<file path="src/rtl/dma_bridge_pkg.sv">
// Shared types for the DMA line/word bridge: FSM states, transfer mode and words-per-line helper.
package dma_bridge_pkg;

  typedef enum logic [2:0] {
    IDLE,
    LD_POP,
    LD_REQ,
    LD_WAIT,
    ST_REQ,
    ST_WAIT,
    ST_PUSH,
    DONE
  } state_t;

  typedef enum logic {
    MODE_LOAD  = 1'b0,
    MODE_STORE = 1'b1
  } mode_t;

  function automatic int unsigned wpl(input int unsigned cl, input int unsigned word);
    return cl / word;
  endfunction

endpackage

</file>
<file path="src/rtl/dma_line_shifter.sv">
// Cache-line register: load a whole line, shift out word 0 (LOAD path),
// or insert a word at a given slot (STORE path).
module dma_line_shifter
  import dma_bridge_pkg::*;
#(
  parameter  int unsigned CL_WIDTH   = 512,
  parameter  int unsigned WORD_WIDTH = 32,
  localparam int unsigned WPL        = wpl(CL_WIDTH, WORD_WIDTH),
  localparam int unsigned IDX_W      = (WPL > 1) ? $clog2(WPL) : 1
) (
  input  logic                  clk,
  input  logic                  rst,
  input  logic                  i_load,
  input  logic [CL_WIDTH-1:0]   i_line,
  input  logic                  i_shift,
  input  logic                  i_ins,
  input  logic [IDX_W-1:0]      i_idx,
  input  logic [WORD_WIDTH-1:0] i_word,
  output logic [CL_WIDTH-1:0]   o_line,
  output logic [WORD_WIDTH-1:0] o_word0
);

  logic [CL_WIDTH-1:0] r_line;

  always_ff @(posedge clk) begin
    if (rst) begin
      r_line <= '0;
    end else if (i_load) begin
      r_line <= i_line;
    end else if (i_shift) begin
      r_line <= r_line >> WORD_WIDTH;
    end else if (i_ins) begin
      r_line[i_idx*WORD_WIDTH +: WORD_WIDTH] <= i_word;
    end
  end

  assign o_line  = r_line;
  assign o_word0 = r_line[WORD_WIDTH-1:0];

endmodule

</file>
<file path="src/rtl/dma_line_word_bridge.sv">
// Bridge between host DMA cache-line FIFOs and a word-wide memory port (LOAD unpacks, STORE packs).
// Optional stall_cycles counter enabled by defining DMA_BRIDGE_PERF_EN.
module dma_line_word_bridge
  import dma_bridge_pkg::*;
#(
  parameter int unsigned CL_WIDTH   = 512,
  parameter int unsigned WORD_WIDTH = 32,
  parameter int unsigned ADDR_WIDTH = 28,
  parameter int unsigned CNT_WIDTH  = 16
) (
  input  logic                  clk,
  input  logic                  rst,
  input  logic                  start,
  input  logic                  mode,
  input  logic [CNT_WIDTH-1:0]  num_lines,
  input  logic [ADDR_WIDTH-1:0] mem_base,
  output logic                  busy,
  output logic                  done,
  input  logic                  dma_empty,
  input  logic [CL_WIDTH-1:0]   dma_rd_data,
  output logic                  dma_rd_en,
  input  logic                  dma_full,
  output logic [CL_WIDTH-1:0]   dma_wr_data,
  output logic                  dma_wr_en,
  output logic                  mem_en,
  output logic                  mem_wr_en,
  output logic [ADDR_WIDTH-1:0] mem_addr,
  output logic [WORD_WIDTH-1:0] mem_wdata,
  input  logic [WORD_WIDTH-1:0] mem_rdata,
  input  logic                  mem_valid
`ifdef DMA_BRIDGE_PERF_EN
  , output logic [31:0]         stall_cycles
`endif
);

  localparam int unsigned WPL   = wpl(CL_WIDTH, WORD_WIDTH);
  localparam int unsigned IDX_W = (WPL > 1) ? $clog2(WPL) : 1;
  localparam logic [IDX_W-1:0] LAST_IDX = IDX_W'(WPL - 1);

  state_t                r_state, w_next;
  logic [ADDR_WIDTH-1:0] r_addr;
  logic [CNT_WIDTH-1:0]  r_lines_left;
  logic [IDX_W-1:0]      r_idx;
  logic w_accept, w_ack, w_last_word, w_last_line, w_line_done;
  logic w_load, w_shift, w_ins;
  logic [WORD_WIDTH-1:0] w_word0;
  logic [CL_WIDTH-1:0]   w_line;

  assign w_accept    = (r_state == IDLE) && start;
  // mem_valid only counts while a request is outstanding, i.e. in a WAIT state
  assign w_ack       = mem_valid && ((r_state == LD_WAIT) || (r_state == ST_WAIT));
  assign w_last_word = (r_idx == LAST_IDX);
  assign w_last_line = (r_lines_left == CNT_WIDTH'(1));
  assign w_line_done = ((r_state == LD_WAIT) && mem_valid && w_last_word) ||
                       ((r_state == ST_PUSH) && !dma_full);

  always_comb begin
    w_next    = r_state;
    busy      = 1'b0;
    done      = 1'b0;
    dma_rd_en = 1'b0;
    dma_wr_en = 1'b0;
    mem_en    = 1'b0;
    mem_wr_en = 1'b0;
    w_load    = 1'b0;
    w_shift   = 1'b0;
    w_ins     = 1'b0;
    case (r_state)
      IDLE: begin
        if (start) begin
          if (num_lines == '0)                     w_next = DONE;
          else if (mode_t'(mode) == MODE_STORE)    w_next = ST_REQ;
          else                                     w_next = LD_POP;
        end
      end
      LD_POP: begin
        busy = 1'b1;
        if (!dma_empty) begin
          dma_rd_en = 1'b1;
          w_load    = 1'b1;
          w_next    = LD_REQ;
        end
      end
      LD_REQ: begin
        busy      = 1'b1;
        mem_en    = 1'b1;
        mem_wr_en = 1'b1;
        w_next    = LD_WAIT;
      end
      LD_WAIT: begin
        busy = 1'b1;
        if (mem_valid) begin
          w_shift = 1'b1;
          if (!w_last_word)     w_next = LD_REQ;
          else if (w_last_line) w_next = DONE;
          else                  w_next = LD_POP;
        end
      end
      ST_REQ: begin
        busy   = 1'b1;
        mem_en = 1'b1;
        w_next = ST_WAIT;
      end
      ST_WAIT: begin
        busy = 1'b1;
        if (mem_valid) begin
          w_ins  = 1'b1;
          w_next = w_last_word ? ST_PUSH : ST_REQ;
        end
      end
      ST_PUSH: begin
        busy = 1'b1;
        if (!dma_full) begin
          dma_wr_en = 1'b1;
          w_next    = w_last_line ? DONE : ST_REQ;
        end
      end
      DONE: begin
        done   = 1'b1;
        w_next = IDLE;
      end
      default: w_next = IDLE;
    endcase
  end

  always_ff @(posedge clk) begin
    if (rst) begin
      r_state      <= IDLE;
      r_addr       <= '0;
      r_lines_left <= '0;
      r_idx        <= '0;
    end else begin
      r_state <= w_next;
      if (w_accept) begin
        r_addr       <= mem_base;
        r_lines_left <= num_lines;
        r_idx        <= '0;
      end
      if (w_ack) begin
        r_addr <= r_addr + ADDR_WIDTH'(1);
        r_idx  <= w_last_word ? '0 : r_idx + 1'b1;
      end
      if (w_line_done) r_lines_left <= r_lines_left - 1'b1;
    end
  end

  dma_line_shifter #(
    .CL_WIDTH  (CL_WIDTH),
    .WORD_WIDTH(WORD_WIDTH)
  ) u_line (
    .clk    (clk),
    .rst    (rst),
    .i_load (w_load),
    .i_line (dma_rd_data),
    .i_shift(w_shift),
    .i_ins  (w_ins),
    .i_idx  (r_idx),
    .i_word (mem_rdata),
    .o_line (w_line),
    .o_word0(w_word0)
  );

  assign mem_addr    = r_addr;
  assign mem_wdata   = w_word0;
  assign dma_wr_data = w_line;

`ifdef DMA_BRIDGE_PERF_EN
  logic        w_stall;
  logic [31:0] r_stall;

  assign w_stall = ((r_state == LD_POP)  && dma_empty) ||
                   ((r_state == ST_PUSH) && dma_full)  ||
                   (((r_state == LD_WAIT) || (r_state == ST_WAIT)) && !mem_valid);

  always_ff @(posedge clk) begin
    if (rst)                              r_stall <= '0;
    else if (w_accept)                    r_stall <= '0;
    else if (w_stall && (r_stall != '1))  r_stall <= r_stall + 32'd1;
  end

  assign stall_cycles = r_stall;
`endif

endmodule

</file>
<file path="config.mk">
export PLATFORM = sky130hd
export DESIGN_NAME = dma_line_word_bridge
export DESIGN_NICKNAME = d
export VERILOG_FILES = /design/src/rtl/dma_bridge_pkg.sv /design/src/rtl/dma_line_shifter.sv /design/src/rtl/dma_line_word_bridge.sv
export SDC_FILE = /design/constraint.sdc
export NUM_CORES = 2
export LEC_CHECK = 0
export BUFFER_PORTS_ARGS = -buffer_cell sky130_fd_sc_hd__buf_2
export CORE_AREA = 5 5 455 457
export CTS_CLUSTER_DIAMETER = 200
export DETAILED_ROUTE_END_ITERATION = 7
export DIE_AREA = 0 0 460 462
export GPL_TIMING_DRIVEN = 0
export PLACE_DENSITY = 0.35
export RECOVER_POWER = 50
export SLEW_MARGIN = 10
export SYNTH_ARGS = -nofsm -noshare
export SYNTH_HDL_FRONTEND = slang
export SYNTH_SLANG_ARGS = --single-unit
</file>
<file path="constraint.sdc">
create_clock -name clk -period 4.3 [get_ports clk]
set_clock_uncertainty 0.15 [all_clocks]
set_input_delay 0.215 -clock clk [delete_from_list [all_inputs] [get_ports clk]]
set_output_delay 0.215 -clock clk [all_outputs]
set_load 0.01 [all_outputs]
</file>
### Word-level counts from Yosys, hierarchy flattened

Cells that the tools add are included.
Widths: inputs -> output; s select.

| storage, ports and cells | value |
|---|---|
| flip-flop bits (word level) | 563 |
| output and inout port bits | 578 |

| cells by class | value |
|---|---|
| add/sub/neg operators | 4 |
| equality and inequality tests | 14 |
| shift operators | 2 |
| mux-type cells | 34 |
| reductions and logical operators | 16 |

Operator list:

| cell | number |
|---|---|
| $mux 512 | 3 |
| $bwmux 512 | 1 |
| $shift 32x34->512 const A | 1 |
| $shiftx 32x34->512 | 1 |
| $mux 28 | 2 |
| $neg 9->34 | 1 |
| $mux 16 | 2 |
| $add 28x1->28 const B | 1 |
| $mux 3 | 9 |
| $pmux 3 s8 | 1 |
| $eq 16x1->1 const B | 1 |
| $logic_not 16->1 | 1 |
| $sub 16x1->16 const B | 1 |
| $eq 3x3->1 const B | 4 |
| $mux 4 | 3 |
| $mux 1 | 11 |
| $ne 2x2->1 const B | 5 |
| $eq 3x2->1 const B | 2 |
| $reduce_or 6->1 | 1 |
| $logic_and 1x1->1 | 5 |
| $reduce_and 5->1 | 1 |
| $add 4x1->4 const B | 1 |
| $eq 4x4->1 const B | 1 |
| $mux 2 | 2 |
| 7 further kinds | 9 |

### Logic depth before layout (Yosys ltp)

| depth | value |
|---|---|
| word-level depth | 6 |
| gate-level depth with buffers | 10 |
| gate-level depth less buffers | 7 |

### Modules after synthesis

A second synthesis with hierarchy kept.

| unflattened totals | value |
|---|---|
| cell total of the unflattened synthesis | 3,965 |
| area, all modules | 30,872.1 um^2 |

By module, submodules not included:

| module | instances | cells each | area an instance (um^2) | seq. area each (um^2) |
|---|---|---|---|---|
| dma_line_shifter | 1 | 3,563 | 27,739.1 | 10,249.8 |
| dma_line_word_bridge | 1 | 402 | 3,133.0 | 1,021.0 |

### Worst setup path before layout

OpenSTA, ideal clock, no wires.

| timing path | value |
|---|---|
| kind | register -> register |
| start point | reg r_idx[0] |
| end point | reg u_line.r_line[169] (netlist: u_line.o_line[169]) |
| library setup time | 0.081 ns |
| data arrival time | 2.445 ns |
| data required time | 4.069 ns |
| path slack | 1.624 ns |
| stages on the path, launching flop included | 11 |
| clock period less this slack | 2.676 ns |
| path through | dfxtp_1 buf_4 inv_1 ha_1 inv_2 or4_4 buf_6 nor4_4 buf_6 a222oi_1 a211oi_2 |

| between the ends | value |
|---|---|
| longest elaborated chain between the ends | 6 |

Ends and longest elaborated chain:

| item | line | RTL |
|---|---|---|
| start, declared | dma_line_word_bridge.sv:43 | `logic [IDX_W-1:0] r_idx;` |
| start signal, assigned | dma_line_word_bridge.sv:141 | `r_idx <= w_last_word ? '0 : r_idx + 1'b1;` |
| $neg 9->34 * | dma_line_shifter.sv:33 | `r_line[i_idx*WORD_WIDTH +: WORD_WIDTH] <= i_word;` |
| $shiftx 32x34->512 / $shift 32x34->512 (equally long branches) | dma_line_shifter.sv:33 |  |
| $bwmux 512 * | dma_line_shifter.sv:33 |  |
| $mux 512 * | dma_line_shifter.sv:32 | `end else if (i_ins) begin` |
| $mux 512 * | dma_line_shifter.sv:30 | `end else if (i_shift) begin` |
| $mux 512 * | dma_line_shifter.sv:28 | `end else if (i_load) begin` |
| end signal, assigned | dma_line_shifter.sv:29 | `r_line <= i_line;` |
| end signal, assigned | dma_line_shifter.sv:31 | `r_line <= r_line >> WORD_WIDTH;` |
| end signal, assigned by index | dma_line_shifter.sv:33 |  |
| end, declared | dma_line_shifter.sv:23 | `logic [CL_WIDTH-1:0] r_line;` |

Mark *: on every way between the ends. The rest lies on a longest branch, timed or not. The select of a mux whose other input is x is not followed.
A chain may end at the register's enable or synchronous reset.

### Final worst setup path

| timing path | value |
|---|---|
| start point | reg r_idx[2] |
| end point | reg u_line.r_line[159] (netlist: u_line.o_line[159]) |

The elaborated chain is that of the path after synthesis.

==> metrics.md <==
| Metric | Value |
|---|---|
| Status | `complete, but fails checks` |
| Failing checks | `design-rule violations` |
| Net Switching | `roughly 9 mW` |
| Seq/Total Area, Yosys | `around 41%` |
| Fin crit share | `a little over nine tenths` |
| DP HPWL | `~260,000 um` |
| Cell area after synthesis | `27,400 um2` |
| Post-synthesis xor/xnor area fraction | `less than 1%` |
| Clock power frac | `about a third` |
| Die width | `between 400 and 500 um` |
| Die Ht | `between 400 and 500 um` |
| Mean Syn Cell Area | `slightly below 9 um2` |
| Pre-CTS WS | `-0.789 ns` |
| Distinct cells, synth | `78` |
| Pwr dens | `about 470 nW/um2` |
| Avg Vias per Cell | `approximately 5` |
| Initial DRC Count | `~7,200` |
| Synth Area in Simple Gates | `a little over a tenth` |
| First-pass GRT wire length | `392,000 um` |
| Vias in the first global route | `about 37,000` |
| Antenna viol nets, final | `0` |
| Cell Int Power | `12.1 mW` |
| Port Buffers | `~1,100` |
| Clock latency on the worst-skew pair | `slightly below 0.8 ns` |
| Initial antenna violation count | `91` |
| Global placer's final weighted congestion | `0.936` |
| Nets | `~5,500` |
| Pin count of the biggest net entering global routing | `13` |
| Switch share | `between 40% and 50%` |
| R2R cell count | `10` |
| FP Rows | `roughly 170` |
| Worst relative slew slack | `between 10 and 15%` |
| H-tree levels | `3` |
| DP Area | `between 30,000 and 40,000 um2` |
| Comb power frac | `around a third` |
| Largest family of logic cells by synthesized area | `compound AO/OA/AOI/OAI gates` |
| Unrepaired setup endpoints after global routing | `no` |
| Num Clock Sinks | `approximately 560` |
| Inserted Clock Buffers | `81` |
| Final hold vios | `0` |
| Die ar. | `213,000 um2` |
| Tmin final | `about 4.2 ns` |
| Worst VDD drop | `about 0.32 mV` |
| Mapped Nets | `around 3,700` |
| Top_reg_cell synth | `dfxtp_1` |
| Share of layout cells above drive strength 1 | `approximately 20%` |
| Number of enable flip-flop cells after synthesis | `0` |
| Crit end category | `register` |
| Clk slew on worst S/H paths | `roughly 0.060 ns` |
| CTS tree | `yes` |
| Via count | `39,800` |
| Postcts setup bufs | `0` |
| CTS Root Buffer Type | `clkbuf_16` |
| Slew @ Worst Pin | `1.34 ns` |
| Effective utilization at floorplan | `between 10% and 20%` |
| Slew Viols, Final | `0` |
| Final WL | `between 300,000 and 400,000 um` |
| Hold crit path type | `in -> reg` |
| Critical path, cell by cell | `buf_4 > nor3_1 > ha_1 > nor2_1 > o311ai_2 > o21ai_1 > and2_1 > clkbuf_1 > buf_2 > a211oi_1` |
| Crit Path Max Fanout | `10` |
| Max clock buf depth | `3` |
| Critical setup path kind | `reg -> reg` |
| Fmax | `around 240 MHz` |
| First-pass detailed-route iteration total | `8` |
| Mux cell area share after synthesis | `less than 1%` |
| Final setup vio count | `0` |
| Hold Crit Depth | `4` |
| Compound-Gate Fraction of Synth Area | `around two fifths` |
| CP required | `~4.7 ns` |
| Max Cap Viol | `0` |
| Total grt overflow | `0` |
| CP max stage delay | `roughly 1.1 ns` |
| FFs w/ async S/R, synth | `0%` |
| Sequential group share of total power | `between 30% and 40%` |
| I/O pin total | `about 1,200` |
| Crit-path slowest cell | `o21ai_1` |
| Wire length per cell | `40.6 um` |
| GRT Overall Usage | `27.9%` |
| Adder-cell share of the synthesized area | `less than 1%` |
| Leakage power | `15.3 nW` |
| Core area | `just over 200,000 um2` |
| Post-route setup slack | `0.121 ns` |
| Layout Area Growth over Synthesis | `64.4%` |
| Finished Cell Area | `approximately 45,000 um2` |
| Arrival @ worst endpoint | `4.61 ns` |
| Critical path startpoint category | `register` |
| Post-Synthesis Cells | `around 3,100` |
| Yosys reg bits | `about 560` |
| DRC | `~130` |
| YS warnings | `0` |
[worst paths after layout]
path	start	to	slack (ns)
setup / recovery	r_idx[2]$_SDFFE_PP0P_	u_line.o_line[159]$_SDFFE_PP0P_	0.12
hold / removal	mem_base[0]	mem_addr[0]$_SDFFE_PP0P_	0.12
setup reg to reg	r_idx[2]$_SDFFE_PP0P_	u_line.o_line[159]$_SDFFE_PP0P_	0.12
hold reg to reg	u_line.o_line[20]$_SDFFE_PP0P_	u_line.o_line[20]$_SDFFE_PP0P_	0.34
[state kept, by name (all words and copies together), names as in the netlist]
signal and cells:
u_line.o_line 512, mem_addr 28, r_lines_left 16, r_idx 4
r_state 3
[layout by cell type, fill, tap and decap left out, types with 21 or more instances in the layout]
master and n:
clkbuf_1 831, buf_2 694, dfxtp_1 563, dlygate4sd3_1 561, a222oi_1 415, nor2_1 356, a211oi_1 326, a21oi_1 316
o21ai_0 87, clkbuf_16 82, nand2_1 57, nor3_1 47, clkbuf_2 43, inv_1 42, diode_2 40, a221oi_1 35
nand2b_1 32, o2bb2ai_1 32, nand3_1 32, o32ai_1 32, a32o_1 31, a211oi_2 30, buf_1 29, buf_12 23
a31oi_1 21
[critical path: cells and delay by family (launching register included)]
kind,cells,cell delay [ns]
AO/OA/AOI/OAI,3,1.49
adder cells (fa/ha/maj),1,0.31
buffers and inverters,3,1.05
flip-flops,1,0.41
AND/OR/NAND/NOR,3,0.59
[kinds of logic after synthesis]
| logic type | count (synthesis) |
|---|---|
| AOI/OAI and AO/OA | 1396 |
| and+or+nand+nor | 620 |
| DFF | 563 |
| buffers and inverters | 515 |
| adders and majority gates | 6 |
| xor gates and xnor gates | 3 |
| muxes | 1 |
[cell usage after synthesis (11+ instances only)]
cell type  count  area share (%)
nand3_1       32            0.58
a211oi_1     326             8.9
buf_2         94             1.7
nand2_1       58            0.79
a31oi_1       21            0.48
dfxtp_1      563              41
a221oi_1      35             1.1
a32o_1        31             1.1
nor3_1        48            0.88
and2_1        11            0.25
a21oi_1      316             5.8
nand2b_1      32            0.73
a222oi_1     415              15
nand4_1       12            0.27
o21ai_0       87             1.6
nor2_1       358             4.9
a211oi_2      30             1.4
buf_4         34            0.93
inv_1         42            0.57
clkbuf_1     297             4.1
o32ai_1       32             1.0
o2bb2ai_1     32             1.0
buf_1         41            0.56
[power groups by stage]
stage	logic [mW]	clock network, mW	registers [mW]
6_report	6.93	7.18	7.05
3_3_place_gp	6.44	0	7.08
2_1_floorplan	2.68	0	6.76
3_5_place_dp	6.54	0	7.08
5_1_grt	7.34	7.46	7.08
4_1_cts	7.06	7.30	6.98
[timing repair]
item	CTS	global route
gates resized for setup	8	0
hold buffers	561	0
endpoints found under the setup margin	223	0
hold endpoints to repair	558	0
[per-stage QoR]
stage                     hold slack, ns  utilization (%)  setup TNS (ns)  cells  power (mW)
after floorplan                    0.215                -               0   3104        9.44
after global placement             0.311             18.0          -63.26   6931        13.5
after detailed placement           0.323             18.4          -35.17   6968        13.6
after CTS                         0.0397             22.5               0   7678        21.3
after global routing               0.118             22.2               0   7694        21.9
final                              0.119             22.2               0   7718        21.2
[metal layers]
layer  track usage [%]  vias to the layer above  routed length, um
met3              10.6                      595              37400
met4              13.1                       56              17600
met2              41.3                     2893             131000
li1                  -                    16300                  -
met5                 0                        -                541
met1              35.5                    19900             128000
[layout make-up]
cell class                      instances  area [um2]
Clock inverter                         31         365
Multi-Input combinational cell       2026       14000
Antenna cell                           40         100
Sequential cell                       563       11300
Clock buffer                          118        2360
Inverter                               45         171
Buffer                                470        2080
Timing Repair Buffer                 1737       11400
Fill cell                           22900      158000
Tap cell                             2688        3360
Power figures use the tool's default switching activity.
